## src/rtl/pc_fetch_master.sv

```systemverilog
// Instruction-fetch master for the 32-word program memory.
// Keeps the PC, issues one-cycle-latency reads, buffers returned words in a
// small FIFO and hands them to decode on a valid/ready handshake.
module pc_fetch_master #(
    parameter int ADDR_W     = 5,
    parameter int DATA_W     = 32,
    parameter int FIFO_DEPTH = 4,
    parameter int RESET_PC   = 0
) (
    input  logic                              clk_clk,
    input  logic                              reset_reset_n,
    input  logic                              fetch_en,
    input  logic                              redirect_valid,
    input  logic [ADDR_W-1:0]                 redirect_pc,
    output logic [ADDR_W-1:0]                 mem_address,
    output logic                              mem_chipselect,
    output logic                              mem_clken,
    output logic                              mem_write,
    output logic [DATA_W/8-1:0]               mem_byteenable,
    output logic                              mem_debugaccess,
    input  logic [DATA_W-1:0]                 mem_readdata,
    output logic                              instr_valid,
    input  logic                              instr_ready,
    output logic [DATA_W-1:0]                 instr_data,
    output logic [ADDR_W-1:0]                 instr_pc,
    output logic [$clog2(FIFO_DEPTH):0]       fifo_level
);

    localparam int PTR_W = $clog2(FIFO_DEPTH);
    localparam int LVL_W = PTR_W + 1;

    typedef enum logic [1:0] {
        ST_IDLE,
        ST_RUN,
        ST_HOLD,
        ST_FLUSH
    } state_t;

    state_t               state_q, state_d;
    logic [ADDR_W-1:0]    pc_q, pc_d;
    logic                 inflight_q, inflight_d;
    logic [ADDR_W-1:0]    inflight_addr_q, inflight_addr_d;
    logic                 clken_q, clken_d;
    logic [PTR_W-1:0]     rd_ptr_q, rd_ptr_d;
    logic [PTR_W-1:0]     wr_ptr_q, wr_ptr_d;
    logic [LVL_W-1:0]     level_q, level_d;
    logic [DATA_W-1:0]    fifo_data_q [FIFO_DEPTH];
    logic [DATA_W-1:0]    fifo_data_d [FIFO_DEPTH];
    logic [ADDR_W-1:0]    fifo_pc_q   [FIFO_DEPTH];
    logic [ADDR_W-1:0]    fifo_pc_d   [FIFO_DEPTH];

    logic [LVL_W:0]       credits;
    logic                 has_credit;
    logic                 issue;
    logic                 push;
    logic                 pop;

    // Free slots once every buffered word and the outstanding read are counted
    always_comb begin
        credits    = (LVL_W+1)'(FIFO_DEPTH) - {1'b0, level_q} - {{LVL_W{1'b0}}, inflight_q};
        has_credit = (credits != '0);
    end

    // Fetch state register
    always_ff @(posedge clk_clk or negedge reset_reset_n) begin
        if (!reset_reset_n) begin
            state_q <= ST_IDLE;
        end else begin
            state_q <= state_d;
        end
    end

    // Next-state logic; a redirect overrides every other transition
    always_comb begin
        state_d = state_q;
        case (state_q)
            ST_IDLE:  if (fetch_en) state_d = ST_RUN;
            ST_RUN: begin
                if (!fetch_en)        state_d = ST_IDLE;
                else if (!has_credit) state_d = ST_HOLD;
            end
            ST_HOLD: begin
                if (!fetch_en)        state_d = ST_IDLE;
                else if (has_credit)  state_d = ST_RUN;
            end
            ST_FLUSH: state_d = fetch_en ? ST_RUN : ST_IDLE;
            default:  state_d = ST_IDLE;
        endcase
        if (redirect_valid) state_d = ST_FLUSH;
    end

    // Read issue and handshake strobes; FLUSH already has an empty buffer, so
    // the redirect target is fetched in the very next cycle
    always_comb begin
        issue = !redirect_valid && has_credit &&
                ((state_q == ST_RUN) || ((state_q == ST_FLUSH) && fetch_en));
        instr_valid    = (level_q != '0);
        push           = inflight_q && !redirect_valid;
        pop            = instr_valid && instr_ready && !redirect_valid;
        mem_chipselect = issue;
        mem_address    = pc_q;
        mem_clken      = clken_q;
        mem_write      = 1'b0;
        mem_byteenable = '1;
        mem_debugaccess = 1'b0;
        fifo_level     = level_q;
        instr_data     = instr_valid ? fifo_data_q[rd_ptr_q] : '0;
        instr_pc       = instr_valid ? fifo_pc_q[rd_ptr_q]   : '0;
    end

    // PC, outstanding-read tracking and instruction buffer next values
    always_comb begin
        pc_d            = pc_q;
        inflight_d      = issue;
        inflight_addr_d = issue ? pc_q : inflight_addr_q;
        clken_d         = 1'b1;
        rd_ptr_d        = rd_ptr_q;
        wr_ptr_d        = wr_ptr_q;
        level_d         = level_q;
        fifo_data_d     = fifo_data_q;
        fifo_pc_d       = fifo_pc_q;

        if (redirect_valid) begin
            pc_d     = redirect_pc;
            rd_ptr_d = '0;
            wr_ptr_d = '0;
            level_d  = '0;
        end else begin
            if (issue) pc_d = pc_q + 1'b1;
            if (push) begin
                fifo_data_d[wr_ptr_q] = mem_readdata;
                fifo_pc_d[wr_ptr_q]   = inflight_addr_q;
                wr_ptr_d              = wr_ptr_q + 1'b1;
            end
            if (pop) rd_ptr_d = rd_ptr_q + 1'b1;
            case ({push, pop})
                2'b10:   level_d = level_q + 1'b1;
                2'b01:   level_d = level_q - 1'b1;
                default: level_d = level_q;
            endcase
        end
    end

    // Datapath registers; reset drops any read that is still outstanding
    always_ff @(posedge clk_clk or negedge reset_reset_n) begin
        if (!reset_reset_n) begin
            pc_q            <= ADDR_W'(RESET_PC);
            inflight_q      <= 1'b0;
            inflight_addr_q <= '0;
            clken_q         <= 1'b0;
            rd_ptr_q        <= '0;
            wr_ptr_q        <= '0;
            level_q         <= '0;
            for (int i = 0; i < FIFO_DEPTH; i++) begin
                fifo_data_q[i] <= '0;
                fifo_pc_q[i]   <= '0;
            end
        end else begin
            pc_q            <= pc_d;
            inflight_q      <= inflight_d;
            inflight_addr_q <= inflight_addr_d;
            clken_q         <= clken_d;
            rd_ptr_q        <= rd_ptr_d;
            wr_ptr_q        <= wr_ptr_d;
            level_q         <= level_d;
            fifo_data_q     <= fifo_data_d;
            fifo_pc_q       <= fifo_pc_d;
        end
    end

endmodule

```

## config.mk

```make
export PLATFORM = sky130hd
export DESIGN_NAME = pc_fetch_master
export DESIGN_NICKNAME = d
export VERILOG_FILES = /design/src/rtl/pc_fetch_master.sv
export SDC_FILE = /design/constraint.sdc
export NUM_CORES = 1
export LEC_CHECK = 0
export ABC_CLOCK_PERIOD_IN_PS = 2900
export CAP_MARGIN = 20
export CORE_AREA = 8 8 128 130
export CTS_BUF_LIST = sky130_fd_sc_hd__clkbuf_16
export CTS_CLUSTER_SIZE = 40
export DETAILED_ROUTE_END_ITERATION = 7
export DIE_AREA = 0 0 136 138
export GPL_ROUTABILITY_DRIVEN = 0
export GPL_TIMING_DRIVEN = 0
export PLACE_DENSITY = 0.78
export SKIP_LAST_GASP = 1
export SYNTH_ARGS = -nofsm -noshare
export SYNTH_HDL_FRONTEND = slang
export SYNTH_SLANG_ARGS = --single-unit
```

## constraint.sdc

```tcl
create_clock -name clk_clk -period 2.9 [get_ports clk_clk]
set_input_delay 0.58 -clock clk_clk [delete_from_list [all_inputs] [get_ports clk_clk]]
set_output_delay 0.58 -clock clk_clk [all_outputs]
set_load 0.005 [all_outputs]
```

==> impl_metrics.xml, run 1 <==
<?xml version="1.0" encoding="UTF-8"?>
<metrics>
  <group name="timing">
    <metric name="setup-tns-final" unit="ns">0</metric>
    <metric name="maxSlewViolCount" unit="">0</metric>
    <metric name="fmax" unit="GHz">0.353</metric>
    <metric name="setup_repair_after_global_routing_missed_its_margin" unit="">false</metric>
    <metric name="final_hold_viol_count" unit="">0</metric>
    <metric name="finalClockSkew" unit="ns">0.00449</metric>
    <metric name="timing.final.setup_violations" unit="">0</metric>
    <metric name="tightestPinTransition" unit="ns">0.597</metric>
    <metric name="post-route-period-util" unit="%">97.7</metric>
    <metric name="relSlewSlack" unit="%">60.2</metric>
    <metric name="post-route-min-period" unit="ns">2.83</metric>
  </group>
  <group name="setup_path">
    <metric name="crit-reg2reg-capture" unit="">fifo_level[2]</metric>
    <metric name="start_kind" unit="">flop</metric>
    <metric name="cp-end-kind" unit="">primary output</metric>
    <metric name="path_common_cell" unit="">sky130_fd_sc_hd__buf_12</metric>
    <metric name="critical_path.max_stage_delay" unit="ns">0.49</metric>
    <metric name="timing_worst_setup_path_type" unit="">flop to primary output</metric>
    <metric name="r2r_setup_slack" unit="ns">0.61</metric>
    <metric name="critical_path_buf_inv_count" unit="">3</metric>
    <metric name="critPathRequiredTime" unit="ns">2.32</metric>
    <metric name="timing.reg2reg.worst_path_depth" unit="">8</metric>
    <metric name="path_delay_family" unit="">buffers and inverters</metric>
    <metric name="crit_chain" unit="">buf_12, buf_12, mux4_2, and2_1, clkdlybuf4s50_1</metric>
    <metric name="worstPathArrival" unit="ns">2.25</metric>
    <metric name="critical_path_peak_fanout" unit="">9</metric>
    <metric name="timing.rr.start" unit="">fifo_level[1]</metric>
    <metric name="crit_slowest_cell" unit="">sky130_fd_sc_hd__mux4_2</metric>
  </group>
  <group name="drt">
    <metric name="route.detailed.wl_per_inst" unit="um">19.3</metric>
    <metric name="detail_route.drc_violations" unit="">0</metric>
    <metric name="via_count_normalized_by_instance_count" unit="">5.50</metric>
    <metric name="num_vias" unit="">4521</metric>
    <metric name="detail_route.iter0.violations" unit="">189</metric>
    <metric name="drt_pass1_iterations" unit="">4</metric>
    <metric name="wirelength" unit="um">15900</metric>
    <metric name="postRouteAntennaNets" unit="">0</metric>
  </group>
  <group name="status">
    <metric name="result_of_the_run" unit="">finished clean</metric>
  </group>
  <group name="yosys">
    <metric name="synth_cell_type_count" unit="">32</metric>
    <metric name="yosys_warnings" unit="">0</metric>
    <metric name="syn_area_per_cell" unit="um^2">15.3</metric>
    <metric name="synthesis.area" unit="um^2">7700</metric>
    <metric name="synthCells" unit="">504</metric>
    <metric name="part_of_the_yosys_area_used_for_sequential_elements" unit="%">54.9</metric>
    <metric name="yosys_register_bits" unit="">169</metric>
  </group>
  <group name="clocking">
    <metric name="tritoncts.num_buffers" unit="">17</metric>
    <metric name="ctsHoldBuffers" unit="">0</metric>
    <metric name="cts_htree_levels" unit="">4</metric>
    <metric name="root_buffer" unit="">sky130_fd_sc_hd__clkbuf_16</metric>
    <metric name="clk_transition_reported_paths" unit="ns">0.06</metric>
    <metric name="cts_num_sinks" unit="">169</metric>
    <metric name="clk_path_buf_depth" unit="">2</metric>
    <metric name="worst_skew_pair.late_latency" unit="ns">0.42</metric>
    <metric name="cts_tree" unit="">yes</metric>
  </group>
  <group name="placed_design">
    <metric name="place_hpwl" unit="um">10900</metric>
    <metric name="dpl.cell_count" unit="">783</metric>
    <metric name="port_buffers" unit="">89</metric>
  </group>
  <group name="layout">
    <metric name="nets" unit="">675</metric>
    <metric name="mostFrequentLayoutCells" unit="">sky130_fd_sc_hd__dfrtp_1, sky130_fd_sc_hd__mux2_2, sky130_fd_sc_hd__clkdlybuf4s50_1, sky130_fd_sc_hd__and2_1, sky130_fd_sc_hd__mux4_2</metric>
    <metric name="nFillCells" unit="">1019</metric>
    <metric name="post_route_cells_drive_above_1_share" unit="%">42.5</metric>
    <metric name="area_growth_from_synthesis_to_layout" unit="%">24.2</metric>
    <metric name="layout_commonest_cell" unit="">sky130_fd_sc_hd__dfrtp_1</metric>
    <metric name="insertedDiodeCount" unit="">0</metric>
    <metric name="layoutNonFillerInstCount" unit="">822</metric>
  </group>
  <group name="pwr">
    <metric name="seqPwrFrac" unit="%">38.0</metric>
    <metric name="p_sw" unit="mW">2.90</metric>
    <metric name="pwr-share-comb" unit="%">42.0</metric>
    <metric name="power-per-cell-area" unit="nW/um^2">1050</metric>
    <metric name="clock_power_share" unit="%">20.1</metric>
    <metric name="cell_internal_pwr" unit="mW">7.12</metric>
    <metric name="static-leakage-power" unit="nW">4.34</metric>
    <metric name="p_sw_share" unit="%">28.9</metric>
    <metric name="vdd_ir_drop_max" unit="mV">0.575</metric>
  </group>
  <group name="floorplanning">
    <metric name="chipWidth" unit="um">136</metric>
    <metric name="floorplan.io_pins" unit="">96</metric>
    <metric name="floorplan.die_area" unit="um^2">18800</metric>
    <metric name="rows" unit="">44</metric>
    <metric name="start_util" unit="%">53.8</metric>
    <metric name="die_height" unit="um">138</metric>
    <metric name="floorplan.core_area" unit="um^2">14300</metric>
  </group>
  <group name="job">
    <metric name="maxcap_viol_count" unit="">0</metric>
  </group>
  <group name="global_routing">
    <metric name="vias_in_the_first_global_route" unit="">5083</metric>
    <metric name="gr-usage-all-layers" unit="%">17.8</metric>
    <metric name="antenna_violations_before_repair" unit="">0</metric>
    <metric name="grt_max_degree" unit="">91</metric>
    <metric name="global_route_wire_length_before_repair" unit="um">26300</metric>
    <metric name="globalRouteOverflowTotal" unit="">0</metric>
  </group>
  <group name="worst_hold_path">
    <metric name="holdCritPathClass" unit="">input pin to async pin</metric>
  </group>
</metrics>
-- final cells by class --
class	count	area (um^2)	area share (%)
tap	184	230	2.41
inverter	5	18.8	0.196
sequential	169	4230	44.3
clock buffer	17	425	4.45
multi-input combinational	302	3330	34.8
clock inverter	15	95.1	0.994
timing repair buffer	97	986	10.3
buffer	33	246	2.58
-- per-stage QoR --
step	hold WS, ns	area [um^2]	setup WS (ns)	util (%)	power [mW]
CTS	0.159	9530	-0.0234	66.6	10.1
global route	0.179	9570	0.00180	66.8	10.6
global placement	0.481	8840	-5.29	61.8	7.62
finish	0.143	9570	0.0661	66.8	10.0
floorplan	0.284	7720	0.563	-	6.15
detailed placement	0.489	8880	-0.364	62.0	7.82
-- worst max path at each step --
stage,end,slack [ns],start,cells past startpoint
floorplan,fifo_level[2],0.56,redirect_valid,8
global placement,mem_clken,-5.29,reset_reset_n,1
detailed placement,fifo_level[2],-0.36,redirect_valid,9
CTS,mem_chipselect,-0.02,inflight_q,8
global route,instr_pc[3],0.002,rd_ptr_q[0],5
finish,instr_pc[2],0.07,rd_ptr_q[0],5
-- flip-flops by register name, indices dropped and copies added (netlist names) --
register and count:
state_q 2, inflight_addr_q 5, fifo_level 3, inflight_q 1
fifo_data_q 128, rd_ptr_q 2, wr_ptr_q 2, mem_address 5
fifo_pc_q 20, mem_clken 1
-- layer usage --
layer,vias to the layer above,global-route usage [%],routed length (um)
li1,2061,-,-
met1,2359,21.9,6840
met2,82,29.4,8070
met3,19,4.38,705
met4,0,6.71,238
met5,-,0,0
-- timing repair --
| action | in CTS | in global routing |
|---|---|---|
| pin swaps | 1 | 1 |
| resized for setup | 29 | 10 |
| setup endpoints to repair | 34 | 35 |
| buffers inserted | 4 | 3 |
| gates cloned | 0 | 0 |
-- cell families (layout without fill, tap and decap cells) --
| logic type | Yosys count | in the layout | synth area share, % |
|---|---|---|---|
| AND/OR/NAND/NOR | 74 | 74 | 5.44 |
| other | 2 | 7 | 0.0975 |
| XOR/XNOR | 9 | 9 | 1.02 |
| buffers and inverters | 38 | 167 | 2.47 |
| adder cells (fa/ha/maj) | 8 | 8 | 1.40 |
| flip-flops | 169 | 169 | 54.9 |
| multiplexers | 194 | 194 | 33.7 |
| AO/OA/AOI/OAI | 10 | 10 | 0.974 |
-- power by group through the flow --
| stage | logic, mW | clock network (mW) | registers (mW) |
|---|---|---|---|
| 2_1_floorplan | 2.51 | 0 | 3.64 |
| 3_3_place_gp | 3.87 | 0 | 3.75 |
| 3_5_place_dp | 3.99 | 0 | 3.83 |
| 4_1_cts | 4.22 | 2.05 | 3.81 |
| 5_1_grt | 4.57 | 2.15 | 3.92 |
| 6_report | 4.20 | 2.01 | 3.80 |
-- synth_stat cells --
master                      count  area share (%)
sky130_fd_sc_hd__nand3_1        5            0.32
sky130_fd_sc_hd__clkbuf_1       7            0.34
sky130_fd_sc_hd__xnor2_1        3            0.34
sky130_fd_sc_hd__o21ai_0        5            0.32
sky130_fd_sc_hd__nor3_1         2            0.13
sky130_fd_sc_hd__o211ai_2       1            0.16
sky130_fd_sc_hd__mux2_2       153              22
sky130_fd_sc_hd__a21o_1         1           0.097
sky130_fd_sc_hd__or4_1          2            0.19
sky130_fd_sc_hd__or2_2          2            0.16
sky130_fd_sc_hd__nand2b_1       1           0.081
sky130_fd_sc_hd__buf_1          2           0.097
sky130_fd_sc_hd__o2111ai_1      1            0.11
sky130_fd_sc_hd__nor2_1         8            0.39
sky130_fd_sc_hd__fa_1           1            0.26
sky130_fd_sc_hd__nand2_2        4            0.32
sky130_fd_sc_hd__inv_1          5            0.24
sky130_fd_sc_hd__mux2i_1        4            0.52
sky130_fd_sc_hd__buf_4          7            0.68
sky130_fd_sc_hd__buf_2         17             1.1
sky130_fd_sc_hd__xor2_1         6            0.68
sky130_fd_sc_hd__mux4_2        37              11
sky130_fd_sc_hd__nor2_2         2            0.16
sky130_fd_sc_hd__ha_1           7             1.1
sky130_fd_sc_hd__or3_1          1           0.081
sky130_fd_sc_hd__nor2b_1        2            0.16
sky130_fd_sc_hd__o31ai_2        1            0.16
sky130_fd_sc_hd__a31o_2         1            0.11
sky130_fd_sc_hd__and2_1        38             3.1
sky130_fd_sc_hd__dfrtp_1      169              55
sky130_fd_sc_hd__nand2_1        7            0.34
sky130_fd_sc_hd__conb_1         2           0.097
Power figures use the tool's default switching activity.
==> run 2, diff against run 1 <==
CELL_PAD_IN_SITES_DETAIL_PLACEMENT = 0   (was not set)
CELL_PAD_IN_SITES_GLOBAL_PLACEMENT = 1   (was not set)
CORE_AREA = 8 8 139 141   (was 8 8 128 130)
DIE_AREA = 0 0 147 149   (was 0 0 136 138)
==> impl_metrics.xml, run 2 (same netlist as run 1, synthesis figures left out) <==
<?xml version="1.0" encoding="UTF-8"?>
<metrics>
  <group name="drt">
    <metric name="route.detailed.wl_per_inst" unit="um">19.1</metric>
    <metric name="wirelength" unit="um">16500</metric>
    <metric name="detail_route.iter0.violations" unit="">133</metric>
    <metric name="drt_pass1_iterations" unit="">4</metric>
    <metric name="detail_route.drc_violations" unit="">0</metric>
    <metric name="postRouteAntennaNets" unit="">0</metric>
    <metric name="num_vias" unit="">4542</metric>
    <metric name="via_count_normalized_by_instance_count" unit="">5.24</metric>
  </group>
  <group name="setup_path">
    <metric name="cp-end-kind" unit="">primary output</metric>
    <metric name="critPathRequiredTime" unit="ns">2.32</metric>
    <metric name="timing.rr.start" unit="">fifo_level[1]</metric>
    <metric name="r2r_setup_slack" unit="ns">0.59</metric>
    <metric name="timing_worst_setup_path_type" unit="">flop to primary output</metric>
    <metric name="timing.reg2reg.worst_path_depth" unit="">8</metric>
    <metric name="critical_path_peak_fanout" unit="">8</metric>
    <metric name="crit-reg2reg-capture" unit="">fifo_level[2]</metric>
    <metric name="start_kind" unit="">flop</metric>
    <metric name="worstPathArrival" unit="ns">2.25</metric>
  </group>
  <group name="timing">
    <metric name="tightestPinTransition" unit="ns">0.541</metric>
    <metric name="timing.final.setup_violations" unit="">0</metric>
    <metric name="relSlewSlack" unit="%">63.9</metric>
    <metric name="post-route-min-period" unit="ns">2.83</metric>
    <metric name="maxSlewViolCount" unit="">0</metric>
    <metric name="fmax" unit="GHz">0.354</metric>
    <metric name="finalClockSkew" unit="ns">0.00726</metric>
    <metric name="post-route-period-util" unit="%">97.5</metric>
    <metric name="final_hold_viol_count" unit="">0</metric>
  </group>
  <group name="status">
    <metric name="result_of_the_run" unit="">finished clean</metric>
  </group>
  <group name="pwr">
    <metric name="seqPwrFrac" unit="%">36.6</metric>
    <metric name="power-per-cell-area" unit="nW/um^2">1060</metric>
    <metric name="cell_internal_pwr" unit="mW">7.43</metric>
    <metric name="vdd_ir_drop_max" unit="mV">0.668</metric>
    <metric name="p_sw" unit="mW">2.92</metric>
    <metric name="p_sw_share" unit="%">28.2</metric>
    <metric name="fin_total_pwr" unit="mW">10.3</metric>
    <metric name="clock_power_share" unit="%">21.9</metric>
    <metric name="pwr-share-comb" unit="%">41.5</metric>
    <metric name="static-leakage-power" unit="nW">4.50</metric>
  </group>
  <group name="floorplanning">
    <metric name="floorplan.core_area" unit="um^2">17100</metric>
    <metric name="start_util" unit="%">45.2</metric>
    <metric name="rows" unit="">48</metric>
    <metric name="chipWidth" unit="um">147</metric>
    <metric name="floorplan.die_area" unit="um^2">21900</metric>
    <metric name="die_height" unit="um">149</metric>
    <metric name="floorplan.io_pins" unit="">96</metric>
  </group>
  <group name="clocking">
    <metric name="tritoncts.num_buffers" unit="">17</metric>
    <metric name="root_buffer" unit="">sky130_fd_sc_hd__clkbuf_16</metric>
    <metric name="clk_transition_reported_paths" unit="ns">0.07</metric>
    <metric name="worst_skew_pair.late_latency" unit="ns">0.42</metric>
    <metric name="cts_tree" unit="">yes</metric>
    <metric name="cts_num_sinks" unit="">169</metric>
    <metric name="cts_htree_levels" unit="">4</metric>
    <metric name="clk_path_buf_depth" unit="">2</metric>
    <metric name="ctsHoldBuffers" unit="">0</metric>
  </group>
  <group name="layout">
    <metric name="final_core_utilization" unit="%">57.2</metric>
    <metric name="layout_top_registers" unit="">fifo_data_q: 128 flops, fifo_pc_q: 20 flops</metric>
    <metric name="layout_commonest_cell" unit="">sky130_fd_sc_hd__dfrtp_1</metric>
    <metric name="mostFrequentLayoutCells" unit="">sky130_fd_sc_hd__dfrtp_1, sky130_fd_sc_hd__mux2_2, sky130_fd_sc_hd__clkdlybuf4s50_1, sky130_fd_sc_hd__and2_1, sky130_fd_sc_hd__mux4_2</metric>
    <metric name="largest_register_ff_count" unit="">128</metric>
    <metric name="insertedDiodeCount" unit="">0</metric>
    <metric name="most_flops_register" unit="">fifo_data_q</metric>
    <metric name="nets" unit="">680</metric>
    <metric name="post_route_cells_drive_above_1_share" unit="%">43.1</metric>
    <metric name="layoutNonFillerInstCount" unit="">867</metric>
    <metric name="area_growth_from_synthesis_to_layout" unit="%">26.6</metric>
  </group>
  <group name="global_routing">
    <metric name="gr-usage-all-layers" unit="%">15.8</metric>
    <metric name="antenna_violations_before_repair" unit="">0</metric>
    <metric name="vias_in_the_first_global_route" unit="">5265</metric>
    <metric name="grt_max_degree" unit="">109</metric>
    <metric name="global_route_wire_length_before_repair" unit="um">27400</metric>
    <metric name="globalRouteOverflowTotal" unit="">0</metric>
  </group>
  <group name="placed_design">
    <metric name="dpl.cell_count" unit="">824</metric>
    <metric name="port_buffers" unit="">89</metric>
    <metric name="place_hpwl" unit="um">11100</metric>
  </group>
  <group name="job">
    <metric name="maxcap_viol_count" unit="">0</metric>
  </group>
  <group name="worst_hold_path">
    <metric name="holdCritPathClass" unit="">input pin to async pin</metric>
  </group>
</metrics>
[run 2: changes by cell type in the layout (fill, tap and decap cells not counted), moves of 2 or more]
cell	delta
sky130_fd_sc_hd__dlymetal6s2s_1	+6
sky130_fd_sc_hd__clkdlybuf4s50_1	-6
sky130_fd_sc_hd__clkinvlp_4	-2
sky130_fd_sc_hd__inv_1	-2
sky130_fd_sc_hd__buf_4	+5
sky130_fd_sc_hd__bufinv_16	+3
[run 2: metrics by stage]
stage	instance area, um^2	TNS (ns)	setup WS, ns	hold WS (ns)
global route	9750	-0.00434	-0.00434	0.110
CTS	9660	-0.0990	-0.0238	0.107
global placement	8890	-904.05	-5.37	0.481
floorplan	7720	0	0.563	0.284
detailed placement	8930	-0.480	-0.449	0.487
finish	9750	0	0.0739	0.0992
[run 2: how the worst max path moves through the flow]
stage / start / to / slack (ns) / depth (start not counted)
floorplan: redirect_valid / fifo_level[2] / 0.56 / 8
detailed placement: redirect_valid / fifo_level[2] / -0.45 / 9
CTS: inflight_q / mem_chipselect / -0.02 / 8
global route: inflight_q / mem_chipselect / -0.004 / 8
global placement: reset_reset_n / mem_clken / -5.37 / 1
finish: rd_ptr_q[0] / instr_data[6] / 0.07 / 5
[run 2: timing repair]
action,4_1_cts,5_1_grt
setup buffers,6,6
pin swaps,1,1
cloned,0,0
gates resized for setup,28,19
endpoints found under the setup margin,38,34
[run 2: layout make-up]
class,instances,area (um^2)
Clock inverter,14,163
Sequential cell,169,4230
Fill cell,1373,7310
Clock buffer,17,425
Inverter,5,18.8
Timing Repair Buffer,102,1040
Buffer,33,251
Tap cell,225,282
Multi-Input combinational cell,302,3330
[run 2: critical path: stages (launching register included)]
cell and delay [ns]:
sky130_fd_sc_hd__dfrtp_2 0.44, sky130_fd_sc_hd__buf_12 0.13, sky130_fd_sc_hd__buf_12 0.13, sky130_fd_sc_hd__mux4_2 0.51, sky130_fd_sc_hd__and2_1 0.17, sky130_fd_sc_hd__clkdlybuf4s50_1 0.44
[run 2: power by group through the flow]
stage / combinational [mW] / clock [mW] / sequential, mW
final: 4.29 / 2.27 / 3.79
after global routing: 4.65 / 2.42 / 3.91
after CTS: 4.26 / 2.33 / 3.79
after detailed placement: 4.00 / 0 / 3.83
after global placement: 3.91 / 0 / 3.75
after floorplan: 2.51 / 0 / 3.64
[run 2: per-layer routing]
layer	up-vias	routed length [um]	track usage (%)
li1	2066	-	-
met1	2394	7390	19.2
met2	75	8280	26.9
met3	7	744	5.04
met4	0	108	3.82
met5	-	0	0
==> run 3, diff against run 2 <==
CTS_CLUSTER_SIZE = not set   (was 40)
==> results of run 3 <==
Same layout as run 2: the final DEF is identical, and so are final timing and power.
